$ cat src/rtl/serial_link_pkg.sv
// Shared definitions for the shift_enable/serial_in byte link (serializer and receiver).
package serial_link_pkg;

    localparam int unsigned DEFAULT_DATA_W = 8;
    localparam bit          MSB_FIRST      = 1'b1;

    typedef enum logic [1:0] {
        ST_IDLE   = 2'd0,
        ST_SHIFT  = 2'd1,
        ST_PARITY = 2'd2,
        ST_DONE   = 2'd3
    } state_e;

endpackage

$ cat src/rtl/bit_timer.sv
// Bit-period divider: counts CLKS_PER_BIT clocks per bit and flags the last cycle of each period.
module bit_timer #(
    parameter int unsigned CLKS_PER_BIT = 1
) (
    input  logic clk,
    input  logic rst_n,
    input  logic clear,
    input  logic enable,
    output logic bit_tick
);

    localparam int unsigned CNT_W = (CLKS_PER_BIT > 1) ? $clog2(CLKS_PER_BIT) : 1;
    localparam logic [CNT_W-1:0] LAST = CNT_W'(CLKS_PER_BIT - 1);

    logic [CNT_W-1:0] div_cnt_q, div_cnt_d;

    always_comb begin
        bit_tick  = enable && (div_cnt_q == LAST);
        div_cnt_d = div_cnt_q;
        if (clear) begin
            div_cnt_d = '0;
        end else if (enable) begin
            div_cnt_d = bit_tick ? '0 : div_cnt_q + 1'b1;
        end
    end

    always_ff @(posedge clk or negedge rst_n) begin
        if (!rst_n) begin
            div_cnt_q <= '0;
        end else begin
            div_cnt_q <= div_cnt_d;
        end
    end

endmodule

$ cat src/rtl/byte_serializer.sv
// Parallel-in, serial-out word transmitter with shift_enable strobe.
// Define BYTE_SERIALIZER_PARITY_EN to append an even-parity bit after each word.
module byte_serializer
    import serial_link_pkg::*;
#(
    parameter int unsigned DATA_W       = DEFAULT_DATA_W,
    parameter int unsigned CLKS_PER_BIT = 1
) (
    input  logic              clk,
    input  logic              rst_n,
    input  logic [DATA_W-1:0] in_data,
    input  logic              in_valid,
    output logic              in_ready,
    output logic              serial_out,
    output logic              shift_enable,
    output logic              busy,
    output logic              done
);

    localparam int unsigned BIT_CNT_W = $clog2(DATA_W);
    localparam logic [BIT_CNT_W-1:0] LAST_BIT = BIT_CNT_W'(DATA_W - 1);

    state_e                state_q, state_d;
    logic [DATA_W-1:0]     sreg_q, sreg_d;
    logic [BIT_CNT_W-1:0]  bit_cnt_q, bit_cnt_d;
    logic                  serial_q, serial_d;
    logic                  shen_q, shen_d;
    logic                  busy_q, busy_d;
    logic                  done_q, done_d;
    logic                  accept;
    logic                  bit_tick;
    logic [DATA_W-1:0]     sreg_shifted;
`ifdef BYTE_SERIALIZER_PARITY_EN
    logic                  parity_q, parity_d;
`endif

    assign in_ready     = (state_q == ST_IDLE);
    assign accept       = in_valid && in_ready;
    assign serial_out   = serial_q;
    assign shift_enable = shen_q;
    assign busy         = busy_q;
    assign done         = done_q;

    bit_timer #(
        .CLKS_PER_BIT(CLKS_PER_BIT)
    ) u_bit_timer (
        .clk     (clk),
        .rst_n   (rst_n),
        .clear   (accept),
        .enable  ((state_q == ST_SHIFT) || (state_q == ST_PARITY)),
        .bit_tick(bit_tick)
    );

    always_comb begin
        state_d      = state_q;
        sreg_d       = sreg_q;
        bit_cnt_d    = bit_cnt_q;
        serial_d     = serial_q;
        shen_d       = shen_q;
        done_d       = 1'b0;
        sreg_shifted = MSB_FIRST ? (sreg_q << 1) : (sreg_q >> 1);
`ifdef BYTE_SERIALIZER_PARITY_EN
        parity_d     = parity_q;
`endif
        unique case (state_q)
            ST_IDLE: begin
                if (accept) begin
                    state_d   = ST_SHIFT;
                    sreg_d    = in_data;
                    bit_cnt_d = '0;
                    serial_d  = MSB_FIRST ? in_data[DATA_W-1] : in_data[0];
                    shen_d    = 1'b1;
`ifdef BYTE_SERIALIZER_PARITY_EN
                    parity_d  = ^in_data;
`endif
                end
            end
            ST_SHIFT: begin
                if (bit_tick) begin
                    if (bit_cnt_q == LAST_BIT) begin
`ifdef BYTE_SERIALIZER_PARITY_EN
                        state_d  = ST_PARITY;
                        serial_d = parity_q;
`else
                        state_d  = ST_DONE;
                        serial_d = 1'b0;
                        shen_d   = 1'b0;
                        done_d   = 1'b1;
`endif
                    end else begin
                        sreg_d    = sreg_shifted;
                        bit_cnt_d = bit_cnt_q + 1'b1;
                        serial_d  = MSB_FIRST ? sreg_shifted[DATA_W-1] : sreg_shifted[0];
                    end
                end
            end
            ST_PARITY: begin
                if (bit_tick) begin
                    state_d  = ST_DONE;
                    serial_d = 1'b0;
                    shen_d   = 1'b0;
                    done_d   = 1'b1;
                end
            end
            ST_DONE: begin
                state_d  = ST_IDLE;
                serial_d = 1'b0;
                shen_d   = 1'b0;
            end
            default: state_d = ST_IDLE;
        endcase
        busy_d = (state_d != ST_IDLE);
    end

    always_ff @(posedge clk or negedge rst_n) begin
        if (!rst_n) begin
            state_q   <= ST_IDLE;
            sreg_q    <= '0;
            bit_cnt_q <= '0;
            serial_q  <= 1'b0;
            shen_q    <= 1'b0;
            busy_q    <= 1'b0;
            done_q    <= 1'b0;
`ifdef BYTE_SERIALIZER_PARITY_EN
            parity_q  <= 1'b0;
`endif
        end else begin
            state_q   <= state_d;
            sreg_q    <= sreg_d;
            bit_cnt_q <= bit_cnt_d;
            serial_q  <= serial_d;
            shen_q    <= shen_d;
            busy_q    <= busy_d;
            done_q    <= done_d;
`ifdef BYTE_SERIALIZER_PARITY_EN
            parity_q  <= parity_d;
`endif
        end
    end

endmodule

$ cat config.mk
export PLATFORM = sky130hd
export DESIGN_NAME = byte_serializer
export DESIGN_NICKNAME = d
export VERILOG_FILES = /design/src/rtl/serial_link_pkg.sv /design/src/rtl/bit_timer.sv /design/src/rtl/byte_serializer.sv
export SDC_FILE = /design/constraint.sdc
export NUM_CORES = 1
export LEC_CHECK = 0
export BUFFER_PORTS_ARGS = -buffer_cell sky130_fd_sc_hd__buf_4
export CORE_ASPECT_RATIO = 0.9
export CORE_MARGIN = 2
export CORE_UTILIZATION = 51
export CTS_BUF_LIST = sky130_fd_sc_hd__clkbuf_4
export DETAILED_ROUTE_END_ITERATION = 8
export PLACE_DENSITY = 0.78
export SYNTH_ARGS = -nofsm -noshare
export SYNTH_HDL_FRONTEND = slang
export SYNTH_SLANG_ARGS = --single-unit
$ cat constraint.sdc
create_clock -name clk -period 1.6 [get_ports clk]
set_input_delay 0.4 -clock clk [delete_from_list [all_inputs] [get_ports clk]]
set_output_delay 0.4 -clock clk [all_outputs]
set_load 0.02 [all_outputs]
==> results.sh <==
export IMPL_status="finished with violations"
export IMPL_violations="negative setup slack"
export IMPL_tns_ns=-0.510
export IMPL_cts_buffers=3
export IMPL_dr_pass1_iters=4
export IMPL_synthCells=79
export IMPL_hold_path_class="primary input to register"
export IMPL_ant_nets=0
export IMPL_areaGrowthSynthToFinish_pct=37.3
export IMPL_clk_pin_slew_ns=0.10
export IMPL_fin_ws_ns=-0.0772
export IMPL_cts_root_buffer_cell="clkbuf_4"
export IMPL_crit_fanout=4
export IMPL_max_freq_mhz=596
export IMPL_num_rows=14
export IMPL_hold_end="sreg_q[0]"
export IMPL_post_route_period_util_pct=105
export IMPL_cp_cell_sequence="ha_2 -> ha_4 -> nor3b_2 -> o21a_1 -> buf_4 -> mux2_4"
export IMPL_nNetsFinal=131
export IMPL_clockBufferDepth=2
export IMPL_r2r_end="sreg_q[2]"
export IMPL_holdPathStages=3
export IMPL_final_cell_area_um2=1290
export IMPL_reg2reg_from="bit_cnt_q[0]"
export IMPL_synthXorXnorAreaFrac_pct=0
export IMPL_rsz0062_at_grt="yes"
export IMPL_critPathSlowestCell="dfrtp_1"
export IMPL_antenna_found_initial=0
export IMPL_antenna_cells=0
export IMPL_finalSetupViolations=9
export IMPL_grt_use_total_pct=21.6
export IMPL_cp_end_kind="register"
export IMPL_tritoncts="done"
export IMPL_rr_worst_depth=6
export IMPL_nFillCells=116
export IMPL_fin_skew_ns=0.00616
export IMPL_drtIter0Drc=25
export IMPL_avgSynthCellArea_um2=11.9
export IMPL_io_buffer_count=15
export IMPL_yosysSeqAreaShare_pct=45.1
export IMPL_layout_min_cycle_time_ns=1.68
export IMPL_required_ns=1.77
export IMPL_synth_compound_area_share_pct=8.22
export IMPL_drive_gt1_share_pct=52.2
export IMPL_place_hpwl_mm=1.51
export IMPL_ios=16
export IMPL_hold_viol=0
export IMPL_slew_limit_headroom_pct=81.5
export IMPL_syn_num_nets=96
export IMPL_irDropWorstVdd_v=0.00146
export IMPL_grt_ovfl_total=0
export IMPL_viasPerCell=5.24
export IMPL_multi_input_area_um2=522
export IMPL_worst_ep_arrival_time_ns=1.85
export IMPL_hold_start="in_data[0]"
export IMPL_die_area_um2=2210
export IMPL_critPathKind="register to register"
export IMPL_leakagePower_nw=0.645
export IMPL_synth_fa_ha_area_share_pct=7.96
export IMPL_routabilityCongestion=0.786
export IMPL_grt_start_max_net_pins=18
export IMPL_seq_area_um2=425
export IMPL_yosys_register_bits=17
export IMPL_powerDensity_nw_per_um2=2210
export IMPL_die_h_um=44.8
export IMPL_yosysWarnings=0
export IMPL_grt_pass1_wl_mm=3.45
export IMPL_synth_cell_types=27
export IMPL_drv_slew=0
export IMPL_clock_latency_ns=0.29
export IMPL_wirelength_mm=2.11
export IMPL_synthSimpleGateAreaFrac_pct=10.6
export IMPL_synth_top_family_by_area="multiplexers"
export IMPL_totalPowerFinal_mw=2.87
export IMPL_tightest_slew_ns=0.277
export IMPL_start_kind="register"
export IMPL_drt_drc_violations_left=0
export IMPL_grt_pass1_vias=757
export IMPL_syn_cell_area_um2=943
export IMPL_drv_cap=0
export IMPL_wire_per_inst_um=15.4
export IMPL_postPlaceCellArea_um2=1190
export IMPL_htreeDepth=1
export IMPL_start_util_pct=55.5
export IMPL_timing_hold_ws_ns=0.378
export IMPL_die_x_um=49.3
export IMPL_r2r_slack_ns=-0.08
export IMPL_max_stage_delay_ns=0.41
export IMPL_cts_sinks=17
export IMPL_via_count=718
export IMPL_final_util_pct=76.2
export IMPL_coreArea_um2=1700
export IMPL_muxShareOfSynthArea_pct=22.8
-- cell families after synthesis --
logic type / Yosys count
AND/OR/NAND/NOR: 19
multiplexers: 17
flip-flops: 17
AO/OA/AOI/OAI: 11
buffers and inverters: 9
adder cells (fa/ha/maj): 6
-- per-stage QoR --
step           worst slack, ns  instances
2_1_floorplan         -0.00805         79
5_1_grt                 -0.133        137
3_5_place_dp           -0.0975        128
3_3_place_gp           -0.0139        128
6_report               -0.0772        137
4_1_cts                -0.0779        134
-- worst max path at each step --
stage                       startpoint            to  depth (start not counted)
after global routing      bit_cnt_q[0]     sreg_q[1]                          6
final                     bit_cnt_q[0]     sreg_q[2]                          6
after floorplan             state_q[0]  bit_cnt_q[0]                          6
after CTS                 bit_cnt_q[0]  bit_cnt_q[0]                          6
after global placement    bit_cnt_q[0]     sreg_q[6]                          6
after detailed placement  bit_cnt_q[0]  bit_cnt_q[0]                          6
-- cells in the mapped netlist (all sizes together) --
master	instances	area [um^2]
buf	3	27.5
nand3	1	5.00
ha	6	75.1
o211ai	1	7.51
nand2	7	26.3
a21oi	1	5.00
inv	6	22.5
mux2i	2	20.0
nor2b	2	12.5
a32o	1	10.0
nand4	1	6.26
o21ai	3	15.0
a21boi	1	7.51
nor2	3	11.3
nor3b	1	7.51
dfrtp	17	425
or2b	1	7.51
o221ai	1	8.76
mux2	15	195
and3b	1	8.76
a311oi	1	8.76
nand3b	2	15.0
o21a	2	15.0
-- area by class of cell --
type	count	share of cell area [%]
multi-input combinational	53	40.3
sequential	17	32.9
timing repair buffer	33	20.5
clock buffer	4	2.32
tap	24	2.32
inverter	6	1.74
-- power by group --
part           internal [mW]  total [mW]  switching (mW)
logic                   1.11        1.91           0.798
clock network          0.114       0.242           0.129
registers              0.607       0.713           0.106
total                   1.84        2.87            1.03
-- what timing repair did --
item                       CTS  global route
hold buffers                 1             0
pin swaps                    1             1
setup endpoints to repair   13            14
setup buffers                1             3
hold endpoints to repair    17             0
gates resized for setup      5             2
-- worst max-delay path: cells and delay by family (launching register included) --
kind	cells	cell delay (ns)
AND/OR/NAND/NOR	1	0.17
adder cells (fa/ha/maj)	2	0.36
flip-flops	1	0.41
buffers and inverters	1	0.16
AO/OA/AOI/OAI	1	0.17
multiplexers	1	0.30
-- metal layers --
layer / vias up / wire, um / global-route usage [%]
li1: 348 / - / -
met1: 351 / 891 / 24.5
met2: 15 / 1120 / 40.3
met3: 4 / 67 / 3.31
met4: 0 / 30 / 11.4
met5: - / 0 / 0
-- cells in the final DEF, fill, tap and decap left out --
cell type,count
a21boi_0,1
a21oi_1,1
a311oi_2,1
a32o_1,1
and3b_1,1
buf_4,28
buf_6,4
clkbuf_4,4
dfrtp_1,17
dlygate4sd3_1,1
ha_1,2
ha_2,1
ha_4,3
inv_1,4
inv_2,2
mux2_1,1
mux2_2,7
mux2_4,7
mux2i_1,2
nand2_1,7
nand3_1,1
nand3b_1,2
nand4_1,1
nor2_1,3
nor2b_1,1
nor2b_2,1
nor3b_2,1
o211ai_1,1
o21a_1,2
o21ai_0,2
o21ai_1,1
o221ai_1,1
or2b_1,1
-- state kept, by name (all words and copies together) (netlist names) --
name                   flops
state_q                    2
sreg_q                     7
bit_cnt_q                  3
done                       1
u_bit_timer.div_cnt_q      1
busy                       1
serial_out                 1
shift_enable               1
No activity file was read; power rests on OpenSTA's default activity.
